## config.mk

```make
export PLATFORM = sky130hd
export DESIGN_NAME = glyph_render
export DESIGN_NICKNAME = d
export VERILOG_FILES = /design/src/rtl/glyph_render.sv
export SDC_FILE = /design/constraint.sdc
export NUM_CORES = 1
export LEC_CHECK = 0
export ABC_AREA = 1
export CORE_MARGIN = 1
export CORE_UTILIZATION = 46
export DETAILED_ROUTE_END_ITERATION = 10
export GPL_TIMING_DRIVEN = 0
export PLACE_DENSITY = 0.85
export SLEW_MARGIN = 20
export SYNTH_ARGS = -nofsm -noshare
export SYNTH_HDL_FRONTEND = slang
export SYNTH_SLANG_ARGS = --single-unit
export TNS_END_PERCENT = 30
```

## constraint.sdc

```tcl
create_clock -name clk -period 5.69 [get_ports clk]
set_clock_uncertainty 0.2 [all_clocks]
set_input_delay 0.569 -clock clk [delete_from_list [all_inputs] [get_ports clk]]
set_output_delay 0.569 -clock clk [all_outputs]
set_load 0.01 [all_outputs]
```

## src/rtl/glyph_render.sv

```systemverilog
// Overlays one 8x8 glyph, scaled by 2**SCALE_LOG2, onto a VGA pixel stream.
// Two pix_en-gated register stages; the glyph is double-buffered per frame.
module glyph_render #(
    parameter int X0         = 288,
    parameter int Y0         = 208,
    parameter int SCALE_LOG2 = 3
) (
    input  logic        clk,
    input  logic        rst,
    input  logic        pix_en,
    input  logic [9:0]  hcount,
    input  logic [9:0]  vcount,
    input  logic        active,
    input  logic        frame_start,
    input  logic [63:0] glyph,
    input  logic [23:0] fg_color,
    input  logic [23:0] bg_color,
    input  logic        hsync_in,
    input  logic        vsync_in,
    input  logic        blank_n_in,
    output logic [7:0]  r,
    output logic [7:0]  g,
    output logic [7:0]  b,
    output logic        hsync_out,
    output logic        vsync_out,
    output logic        blank_n_out
);

    localparam int BOX = 8 << SCALE_LOG2;
    localparam logic [10:0] XL = 11'(X0);
    localparam logic [10:0] XH = 11'(X0 + BOX);
    localparam logic [10:0] YL = 11'(Y0);
    localparam logic [10:0] YH = 11'(Y0 + BOX);

    logic [63:0] shadow;

    logic        s1_inbox;
    logic        s1_active;
    logic        s1_hs;
    logic        s1_vs;
    logic        s1_bn;
    logic [2:0]  s1_col;
    logic [2:0]  s1_row;

    logic [23:0] s2_rgb;
    logic        s2_hs;
    logic        s2_vs;
    logic        s2_bn;

    logic        h_in;
    logic        v_in;
    logic        inbox_c;
    logic [9:0]  hoff;
    logic [9:0]  voff;
    logic [2:0]  col_c;
    logic [2:0]  row_c;
    logic        pix_on;
    logic [23:0] rgb_c;

    // Range test is done at 11 bits before subtracting, so columns left of X0 never wrap in.
    always_comb begin
        h_in    = ({1'b0, hcount} >= XL) && ({1'b0, hcount} < XH);
        v_in    = ({1'b0, vcount} >= YL) && ({1'b0, vcount} < YH);
        inbox_c = h_in && v_in;
        hoff    = hcount - XL[9:0];
        voff    = vcount - YL[9:0];
        col_c   = '0;
        row_c   = '0;
        if (inbox_c) begin
            col_c = 3'(hoff >> SCALE_LOG2);
            row_c = 3'(voff >> SCALE_LOG2);
        end
    end

    // Bit (63 - 8*row - col): row-major with the MSB as the top-left cell.
    always_comb begin
        pix_on = shadow[6'd63 - {s1_row, s1_col}];
        rgb_c  = bg_color;
        if (!s1_active) begin
            rgb_c = '0;
        end else if (s1_inbox && pix_on) begin
            rgb_c = fg_color;
        end
    end

    always_ff @(posedge clk) begin
        if (rst) begin
            shadow <= '0;
        end else if (frame_start) begin
            shadow <= glyph;
        end
    end

    always_ff @(posedge clk) begin
        if (rst) begin
            s1_inbox  <= 1'b0;
            s1_active <= 1'b0;
            s1_hs     <= 1'b1;
            s1_vs     <= 1'b1;
            s1_bn     <= 1'b0;
            s1_col    <= '0;
            s1_row    <= '0;
        end else if (pix_en) begin
            s1_inbox  <= inbox_c;
            s1_active <= active;
            s1_hs     <= hsync_in;
            s1_vs     <= vsync_in;
            s1_bn     <= blank_n_in;
            s1_col    <= col_c;
            s1_row    <= row_c;
        end
    end

    always_ff @(posedge clk) begin
        if (rst) begin
            s2_rgb <= '0;
            s2_hs  <= 1'b1;
            s2_vs  <= 1'b1;
            s2_bn  <= 1'b0;
        end else if (pix_en) begin
            s2_rgb <= rgb_c;
            s2_hs  <= s1_hs;
            s2_vs  <= s1_vs;
            s2_bn  <= s1_bn;
        end
    end

    assign r           = s2_rgb[23:16];
    assign g           = s2_rgb[15:8];
    assign b           = s2_rgb[7:0];
    assign hsync_out   = s2_hs;
    assign vsync_out   = s2_vs;
    assign blank_n_out = s2_bn;

endmodule
```

==> results.md, run 1 <==
- Crit path required time: 5.78 ns
- Layout cell share with drive strength beyond 1: 0.04484
- WHS: around 0.27 ns
- Port Buffers: around 160
- Die footprint: 10690 um2
- Final GP Congestion: 0.8255
- Die H: about 100 um
- Post-detail-place hpwl: ~10000 um
- Slew HR: 0.6624
- H-tree Lvls: 3
- Slew Limit Fails: 0
- CP Cell Sequence: buf_2 > clkinv_1 > nand3_1 > nand2_1 > nand2_1 > nand3_1 > nand3_2 > nand2_4 > buf_2 > nand3_1 > nand3_1 > a21oi_1
- Area grow syn2layout: 42.26%
- 1st-iter DRT viols: approximately 240
- Vias/cell: between 4 and 5
- Sw Pwr: roughly 0.37 mW
- R2R setup slack: roughly 3.3 ns
- Netlist cell types: 23
- Worst Max-Slew Pin Slew: roughly 0.5 ns
- Clock Path Buffers: 2
- Async S/R FF share, synth: 0
- CTS Buf Count: 9
- Clk network pwr share: 0.329
- Setup bufs post-CTS: 0
- Gr ovfl total: 0
- Mean area per synthesized cell: ~6.6 um2
- Remaining DRCs: 0
- Max Clock Freq: 413.5 MHz
- Net Sw Frac: 0.2470
- GRT Resource Usage Total: 0.2557
- Max incr delay on CP: 0.36 ns
- Worst-skew pair later-pin latency: 0.37 ns
- Hold Startpoint: s1_hs$_SDFFE_PP1P_
- Synth warnings: 0
- Clock sink count: approximately 100
- Outcome: complete, no violations
- Initial Utilization: 0.4796
- Die width: around 100 um
- Max FO, Critical Path: 10
- CP Class: reg2reg
- #FFs+latches synth: roughly 100
- Core Rows: 36
- Diode count: 0
- Max_cap viols: 0
- Post-synth EDFFs: 0
- I/O pin total: about 170
- Vias in the first global route: 4459
- Gate power share: 0.157
- Seq/Total Area, Yosys: 0.4316
- Cell area after synthesis: between 4000 and 5000 um2
- Cells after Synth: 715
- Initial antenna violation count: 0
- Final period utilization: 0.4250
- Syn_nets: ~860
- Reg clk slew, reported paths: 0.09 ns
- Reg power frac: 0.514
- Crit path max-delay family: simple AND/OR/NAND/NOR gates
- Antenna Nets Post-Route: 0
- Main synth FF type: dfxtp_1
- Hold WC Path Type: reg2reg
- Min Tclk post-route: between 2 and 2.5 ns
- Reg-to-Reg Start: s1_col[2]$_SDFFE_PP0P_
- Hold-fix buffers at CTS: 0
- Unrepaired setup endpoints after global routing: no
- Root Driver: clkbuf_8
- Internal power: roughly 1.1 mW
- WL per Instance: 13.47 um
- Hold Crit Endpoint: s1_hs$_SDFFE_PP1P_
- Pre-Repair DR Iteration Count: 6
- Final setup TNS: 0 ns
- Leak Pwr: around 2.9 nW
- Startpoint types: flop
- Most frequent cells in the layout: clkdlybuf4s50_1, nand2_1, nor2_1
- Largest net degree at the start of global routing: 17
- Slowest CP cell: clkinv_1
- Final hold vios: 0
- WP buf/inv: 3
- Reg2Reg Depth: 12
- WL final: around 14000 um
- Nets@finish: approximately 1000
- Fillers: 862
- Worst EP arrival: approximately 2.5 ns
- Hold Path Depth: 2
- DR vias: about 5000
- CP Launch Point: s1_col[2]$_SDFFE_PP0P_
- Max VDD drop: about 130 uV
- Critical path's most frequent cell: nand3_1
- Worst Setup End Kind: flop
- CTS tree: yes
- CORE AREA: between 9000 and 10000 um2
- Reg-to-reg endpoint: s2_rgb[3]$_SDFFE_PP0P_
- PwrDens: between 200 and 250 nW/um2
- PostCTS Resize Cnt: 0
- First-pass GRT wire length: about 21000 um
- Final Setup Violations: 0
- Most common cell after layout, fill and taps aside: clkdlybuf4s50_1
[Yosys cell counts, drive strengths merged (2+ instances only)]
library cell / number / area [um2]
nand2: 151 / 581.8
nor2: 137 / 514.2
nand3: 107 / 545.5
dfxtp: 102 / 2042
o21ai: 68 / 340.3
inv: 64 / 242.7
a21oi: 30 / 150.1
clkbuf: 25 / 93.84
buf: 22 / 148.9
ha: 2 / 25.02
o22ai: 2 / 12.51
[area by class of cell]
cell class,count,area [um2],area share
Buffer,47,242.7,0.03607
Clock inverter,6,87.58,0.01301
Timing Repair Buffer,162,1622,0.2409
Tap cell,133,166.4,0.02473
Inverter,65,246.5,0.03662
Clock buffer,9,123.9,0.01840
Sequential cell,102,2042,0.3034
Multi-Input combinational cell,501,2200,0.3268
[kinds of logic (layout without fill, tap and decap cells)]
| kind of cell | after synthesis | in the layout | share of synthesized area |
|---|---|---|---|
| and+or+nand+nor | 397 | 397 | 0.3499 |
| adders and majority gates | 2 | 2 | 0.005289 |
| AOI/OAI and AO/OA | 102 | 102 | 0.1098 |
| DFF | 102 | 102 | 0.4316 |
| buffers and inverters | 112 | 289 | 0.1034 |
[state kept, by name (all words and copies together) (netlist names)]
| signal | cells |
|---|---|
| shadow | 64 |
| s1_row | 3 |
| s1_inbox | 1 |
| s1_bn | 1 |
| s2_rgb | 24 |
| s1_active | 1 |
| s1_col | 3 |
| s1_hs | 1 |
| blank_n_out | 1 |
| vsync_out | 1 |
| s1_vs | 1 |
| hsync_out | 1 |
[power groups by stage]
stage	clock [mW]	combinational, mW	sequential (mW)
finish	0.494	0.236	0.772
global route	0.527	0.261	0.776
CTS	0.500	0.235	0.771
detailed placement	0	0.233	0.787
global placement	0	0.229	0.787
floorplan	0	0.0989	0.785
[worst max-delay path by stage]
stage	to	depth (start not counted)
3_5_place_dp	s2_rgb[3]$_SDFFE_PP0P_	7
4_1_cts	s2_rgb[3]$_SDFFE_PP0P_	12
3_3_place_gp	s2_rgb[3]$_SDFFE_PP0P_	7
2_1_floorplan	s2_rgb[10]$_SDFFE_PP0P_	15
6_report	s2_rgb[3]$_SDFFE_PP0P_	12
5_1_grt	s2_rgb[3]$_SDFFE_PP0P_	12
[stage by stage]
step	setup WS, ns	total power [mW]	std cells	instance area (um2)	utilization
2_1_floorplan	3.826	0.8842	715	4731	-
5_1_grt	3.129	1.564	1025	6730	0.6823
3_3_place_gp	2.999	1.016	1010	6519	0.6608
3_5_place_dp	2.974	1.020	1010	6519	0.6608
4_1_cts	3.325	1.506	1025	6730	0.6823
6_report	3.272	1.501	1025	6730	0.6823
[worst min-delay path, stage by stage (launching register included)]
cell     delay (ns)
dfxtp_1        0.34
nand2_1        0.05
nand3_1        0.05
[metal layers]
layer  vias to the layer above  track usage  share of wire
met4                         0      0.08451          0.021
li1                       2617            -              -
met1                      2311       0.3338           0.44
met3                        22      0.05175          0.059
met5                         -            0              0
met2                       152       0.4228           0.48
Power figures use the tool's default switching activity.
==> run 2: changes to the inputs <==
--- a/config.mk
+++ b/config.mk
@@ -7,10 +7,10 @@
 export LEC_CHECK = 0
 export ABC_AREA = 1
 export CORE_MARGIN = 1
-export CORE_UTILIZATION = 46
+export CORE_UTILIZATION = 45
 export DETAILED_ROUTE_END_ITERATION = 10
 export GPL_TIMING_DRIVEN = 0
-export PLACE_DENSITY = 0.85
+export PLACE_DENSITY = 0.83
 export SLEW_MARGIN = 20
 export SYNTH_ARGS = -nofsm -noshare
 export SYNTH_HDL_FRONTEND = slang
==> constraint.sdc (replaced) <==
create_clock -name clk -period 2.4 [get_ports clk]
set_clock_uncertainty 0.2 [all_clocks]
set_input_delay 0.24 -clock clk [delete_from_list [all_inputs] [get_ports clk]]
set_output_delay 0.24 -clock clk [all_outputs]
set_load 0.01 [all_outputs]
==> run 2 against run 1 <==
  * Maximum frequency increased by 9.1%
  * Clock power grew 120%
  * Core utilization shrank 2.8 points
  * First-iteration DRC count rose by 33%
  * Cell count increased by 0.39%
  * Global-route usage decreased by 0.62 points
  * Power is 130% higher
  * Critical endpoint is now s2_rgb[11]$_SDFFE_PP0P_
  * Largest cell class unchanged
  * Highest routed layer unchanged
==> results.md, run 2 (synthesis gave the netlist of run 1 again) <==
- Hold-fix buffers at CTS: 0
- Final period utilization: 0.9240
- Slowest CP cell: dfxtp_1
- Max Clock Freq: ~450 MHz
- Placed Cells: 1013
- Reg-to-Reg Start: s1_col[2]$_SDFFE_PP0P_
- WHS: 0.1192 ns
- PwrDens: around 520 nW/um2
- WL per Instance: around 13 um
- Most common cell after layout, fill and taps aside: clkdlybuf4s50_1
- First-pass GRT wire length: approximately 22000 um
- Antenna Nets Post-Route: 0
- CORE AREA: between 10000 and 15000 um2
- Clock sink count: between 100 and 150
- Vias/cell: 4.941
- Startpoint types: flop
- Hold WC Path Type: in2reg
- Slew Limit Fails: 0
- Crit path required time: between 2 and 2.5 ns
- Max_cap viols: 0
- Power consumption: approximately 3.5 mW
- Layout cell share with drive strength beyond 1: 0.04591
- Final core utilization: 0.6545
- Remaining DRCs: 0
- Initial antenna violation count: 0
- Multi-input logic area: ~2200 um2
- Pre-Repair DR Iteration Count: 5
- Internal power: 2.589 mW
- Crit path max-delay family: simple AND/OR/NAND/NOR gates
- 1st-iter DRT viols: 317
- CP Launch Point: s1_col[2]$_SDFFE_PP0P_
- Pre-CTS setup slack: 0.02051 ns
- DP Area: around 6500 um2
- Die footprint: between 10000 and 15000 um2
- CP Cell Sequence: buf_2 > clkinvlp_4 > nand3_1 > nand2_1 > nand2_1 > nand3_1 > nand3_2 > nand2_4 > nand2_4 > buf_6 > nand2_1 > nand3_1 > a21oi_1
- DR vias: between 5000 and 6000
- Final Setup Violations: 0
- Slew HR: 0.6322
- Root Driver: clkbuf_8
- Leak Pwr: 2.869 nW
- Min Tclk post-route: roughly 2.2 ns
- GRT Resource Usage Total: 0.2495
- Met2 Use GR: 0.3969
- Gate power share: 0.160
- Worst Max-Slew Pin Slew: between 0.5 and 0.6 ns
- Sw Pwr: roughly 0.90 mW
- PostCTS Resize Cnt: 0
- Max VDD drop: between 300 and 400 uV
- WL final: about 14000 um
- Post-detail-place hpwl: between 10000 and 15000 um
- Most frequent cells in the layout: clkdlybuf4s50_1, nand2_1, nor2_1
- Vias in the first global route: 4639
- Reg power frac: 0.525
- Die H: ~100 um
- Max FFs per register: between 60 and 70
- Outcome: complete, no violations
- Die width: 104.5 um
- Design area: approximately 6700 um2
- Nets@finish: 1030
- Max FO, Critical Path: 10
- Met3 Use GR: 0.03431
- CTS tree: yes
- CTS Buf Count: 9
- Clock Path Buffers: 2
- Final GP Congestion: about 0.86
- Max incr delay on CP: 0.31 ns
- Reg clk slew, reported paths: around 0.10 ns
- Final setup TNS: 0 ns
- Worst-skew pair later-pin latency: around 0.37 ns
- Biggest register: shadow
- GR Util met1: 0.3386
- Port Buffers: 162
- Setup WS post-layout: 0.1823 ns
- Worst EP arrival: 2.26 ns
- Gr ovfl total: 0
- I/O pin total: ~170
- Net Sw Frac: 0.2585
- Worst Setup End Kind: flop
- Area grow syn2layout: 42.18%
- GRT busiest layer: met2
- Largest net degree at the start of global routing: 18
- Clk network pwr share: 0.315
- WP buf/inv: 3
- Final Non-Filler Cells: a little over 1000
- Hold Startpoint: frame_start
- Diode count: 0
- Top flop regs: shadow: 64 flops, s2_rgb: 24 flops
- Final hold vios: 0
- H-tree Lvls: 3
- CP Class: reg2reg
- Setup bufs post-CTS: 0
- FF+latch area: between 2000 and 2500 um2
- Initial Utilization: 0.4603
- Fillers: between 900 and 1000
- Core Rows: 37
## run 2: cell types whose count changed in the layout (fill, tap and decap cells not counted), moves of 2 or more
cell        change
clkbuf_4        +2
clkinvlp_4      +3
buf_2           -2
clkinv_4        -2
inv_6           +2
## run 2: per-layer routing
layer,up-vias,wire [um],part of all wire
met5,-,0,0
met4,0,340,0.025
met3,26,709,0.052
met2,150,6240,0.46
met1,2294,6389,0.47
li1,2614,-,-
## run 2: final timing paths
kind | to | slack, ns | cells past startpoint
setup / recovery | s2_rgb[11]$_SDFFE_PP0P_ | 0.18 | 13
hold / removal | shadow[8]$_SDFFE_PP0P_ | 0.12 | 3
setup reg to reg | s2_rgb[11]$_SDFFE_PP0P_ | 0.18 | 13
hold reg to reg | s2_rgb[20]$_SDFFE_PP0P_ | 0.27 | 2
## run 2: power by group through the flow
| stage | clock, mW | sequential (mW) | combinational [mW] |
|---|---|---|---|
| floorplan | 0 | 1.86 | 0.234 |
| global placement | 0 | 1.87 | 0.546 |
| detailed placement | 0 | 1.87 | 0.554 |
| CTS | 1.12 | 1.83 | 0.558 |
| global route | 1.19 | 1.84 | 0.620 |
| finish | 1.10 | 1.83 | 0.559 |
## run 2: area by class of cell
cell class,count,share of cell area
clock inverter,6,0.01004
tap,136,0.02530
clock buffer,10,0.01897
timing repair buffer,162,0.2411
buffer,47,0.03683
multi-input combinational,501,0.3270
inverter,65,0.03720
sequential,102,0.3036
## run 2: worst reg2reg max path, stage by stage (launching register included)
cell and delay (ns):
dfxtp_1 0.31, buf_2 0.24, clkinvlp_4 0.28, nand3_1 0.16
nand2_1 0.09, nand2_1 0.06, nand3_1 0.08, nand3_2 0.10
nand2_4 0.09, nand2_4 0.12, buf_6 0.16, nand2_1 0.07
nand3_1 0.07, a21oi_1 0.08
==> run 3: changes to the inputs <==
--- a/config.mk
+++ b/config.mk
@@ -6,11 +6,13 @@
 export NUM_CORES = 1
 export LEC_CHECK = 0
 export ABC_AREA = 1
+export CELL_PAD_IN_SITES_DETAIL_PLACEMENT = 1
+export CELL_PAD_IN_SITES_GLOBAL_PLACEMENT = 1
 export CORE_MARGIN = 1
-export CORE_UTILIZATION = 45
+export CORE_UTILIZATION = 31
 export DETAILED_ROUTE_END_ITERATION = 10
 export GPL_TIMING_DRIVEN = 0
-export PLACE_DENSITY = 0.83
+export PLACE_DENSITY = 0.84
 export SLEW_MARGIN = 20
 export SYNTH_ARGS = -nofsm -noshare
 export SYNTH_HDL_FRONTEND = slang
==> constraint.sdc (replaced) <==
create_clock -name clk -period 2.5 [get_ports clk]
set_clock_uncertainty 0.2 [all_clocks]
set_input_delay 0.25 -clock clk [delete_from_list [all_inputs] [get_ports clk]]
set_output_delay 0.25 -clock clk [all_outputs]
set_load 0.01 [all_outputs]
==> run 3 against run 2 <==
  * The flow now finishes with violations (design-rule violations)
  * Final area up 2.4%
  * Setup slack worse by 0.035 ns
  * Die area up 44%
  * Register-to-register slack worse by 0.04 ns
  * Sequential share of layout area shrank 0.70 points
  * Global-route usage shrank 3.6 points
  * Count of clock-buffer cells in the layout unchanged
  * Sequential cell count unchanged
  * Core utilization decreased by 19 points
==> results.md, run 3 (synthesis gave the netlist of run 1 again) <==
- Sw Pwr: between 0.9 and 1 mW
- Biggest register: shadow
- Max FO, Critical Path: 10
- WL final: approximately 16000 um
- Outcome: finished, violations left
- Root Driver: clkbuf_16
- Placed Cells: roughly 1100
- DR vias: 5092
- CORE AREA: approximately 15000 um2
- Nets@finish: around 1000
- Remaining DRCs: 4
- Hold-fix buffers at CTS: 0
- Vias/cell: between 4 and 5
- I/O pin total: about 170
- Worst Setup End Kind: flop
- CTS tree: yes
- DP Area: 6583 um2
- Clock sink count: roughly 100
- Initial antenna violation count: 0
- Initial Utilization: 0.3218
- Leak Pwr: roughly 2.9 nW
- Hold Path Depth: 3
- Pre-Repair DR Iteration Count: 7
- Unrepaired setup endpoints after global routing: no
- Hold WC Path Type: in2reg
- Hold Crit Endpoint: shadow[4]$_SDFFE_PP0P_
- Worst Max-Slew Pin Slew: between 0.6 and 0.7 ns
- Antenna Nets Post-Route: 0
- Hold Startpoint: frame_start
- Port Buffers: about 160
- Most common cell after layout, fill and taps aside: clkdlybuf4s50_1
- Gr ovfl total: 0
- Final Non-Filler Cells: 1078
- Worst EP arrival: ~2.4 ns
- Reg2Reg Depth: 14
- Max VDD drop: approximately 320 uV
- Internal power: ~2.7 mW
- Die width: ~130 um
- Clk network pwr share: 0.377
- Final setup TNS: 0 ns
- Gate power share: 0.147
- Diode count: 0
- Post-detail-place hpwl: 12350 um
- Final hold vios: 0
- 1st-iter DRT viols: between 200 and 250
- Worst-skew pair later-pin latency: 0.36 ns
- Min Tclk post-route: ~2.4 ns
- Power consumption: between 3 and 4 mW
- H-tree Lvls: 3
- WL per Instance: 15.18 um
- Net Sw Frac: 0.2603
- Top flop regs: shadow: 64 flops, s2_rgb: 24 flops
- Slew Limit Fails: 0
- Max Clock Freq: 425.0 MHz
- CP Class: reg2reg
- Slew HR: 0.5958
- PwrDens: around 540 nW/um2
- Vias in the first global route: about 5200
- Reg-to-reg endpoint: s2_rgb[4]$_SDFFE_PP0P_
- Startpoint types: flop
- Max_cap viols: 0
- Reg power frac: 0.476
- Final GP Congestion: between 0.8 and 0.9
- Failing checks: design-rule violations
- WHS: about 0.16 ns
- First-pass GRT wire length: 26320 um
- Crit path required time: 2.53 ns
- Reg-to-Reg Start: s1_col[1]$_SDFFE_PP0P_
- Area grow syn2layout: 45.54%
- Core Rows: 44
- Reg clk slew, reported paths: 0.07 ns
- Final Setup Violations: 0
- R2R setup slack: around 0.15 ns
- Clock Path Buffers: 2
- Design area: between 6000 and 7000 um2
- Layout cell share with drive strength beyond 1: 0.04810
- Largest net degree at the start of global routing: 19
- Most frequent cells in the layout: clkdlybuf4s50_1, nand2_1, nor2_1
- Max FFs per register: between 60 and 70
- CTS Buf Count: 9
- Die footprint: ~16000 um2
- Final period utilization: 0.9411
- GRT Resource Usage Total: 0.2137
- Die H: ~130 um
run 3: worst max path at each step:
stage | startpoint | endpoint | cells after the start
floorplan | s1_col[0]$_SDFFE_PP0P_ | s2_rgb[10]$_SDFFE_PP0P_ | 15
global placement | s1_col[2]$_SDFFE_PP0P_ | s2_rgb[8]$_SDFFE_PP0P_ | 12
detailed placement | s1_col[2]$_SDFFE_PP0P_ | s2_rgb[8]$_SDFFE_PP0P_ | 12
CTS | s1_col[2]$_SDFFE_PP0P_ | s2_rgb[4]$_SDFFE_PP0P_ | 12
global route | s1_col[2]$_SDFFE_PP0P_ | s2_rgb[12]$_SDFFE_PP0P_ | 12
finish | s1_col[1]$_SDFFE_PP0P_ | s2_rgb[4]$_SDFFE_PP0P_ | 14
run 3: per-layer routing:
metal  track usage  up-vias  wire (um)
li1              -     2616          -
met1        0.2687     2365       7646
met2        0.3627       89       7856
met3       0.04236       22        526
met4       0.07461        0        340
met5             0        -          0
run 3: power groups by stage:
stage / clock (mW) / sequential [mW] / combinational [mW]
2_1_floorplan: 0 / 1.79 / 0.225
3_3_place_gp: 0 / 1.79 / 0.536
3_5_place_dp: 0 / 1.79 / 0.548
4_1_cts: 1.44 / 1.76 / 0.552
5_1_grt: 1.49 / 1.77 / 0.610
6_report: 1.39 / 1.76 / 0.545
run 3: area by class of cell:
class                      instances  area (um2)
timing repair buffer             163        1629
clock buffer                      10       239.0
inverter                          65       250.2
sequential                       102        2042
buffer                            47       242.7
tap                              184       230.2
fill                            1897        7814
clock inverter                     6       52.55
multi-input combinational        501        2200
run 3: what timing repair did:
| item | 4_1_cts | 5_1_grt |
|---|---|---|
| gates resized for setup | 0 | 1 |
| endpoints found under the setup margin | 0 | 20 |
| buffers inserted | 0 | 1 |
run 3: worst max-delay path: stages, from the launching register on:
cell	delay (ns)
dfxtp_1	0.31
buf_4	0.18
inv_2	0.12
buf_6	0.17
nand3_1	0.08
nand3_1	0.07
nand2_1	0.12
nand2_1	0.07
nand3_1	0.09
nand3_2	0.09
nand2_4	0.13
buf_2	0.24
nand3_1	0.11
nand3_1	0.13
a21oi_1	0.08
run 3: per-stage QoR:
step	util	worst slack [ns]
after detailed placement	0.4478	0.05593
after CTS	0.4677	0.002189
after global routing	0.4684	0.02251
after global placement	0.4478	0.07938
after floorplan	-	0.6362
final	0.4684	0.1473
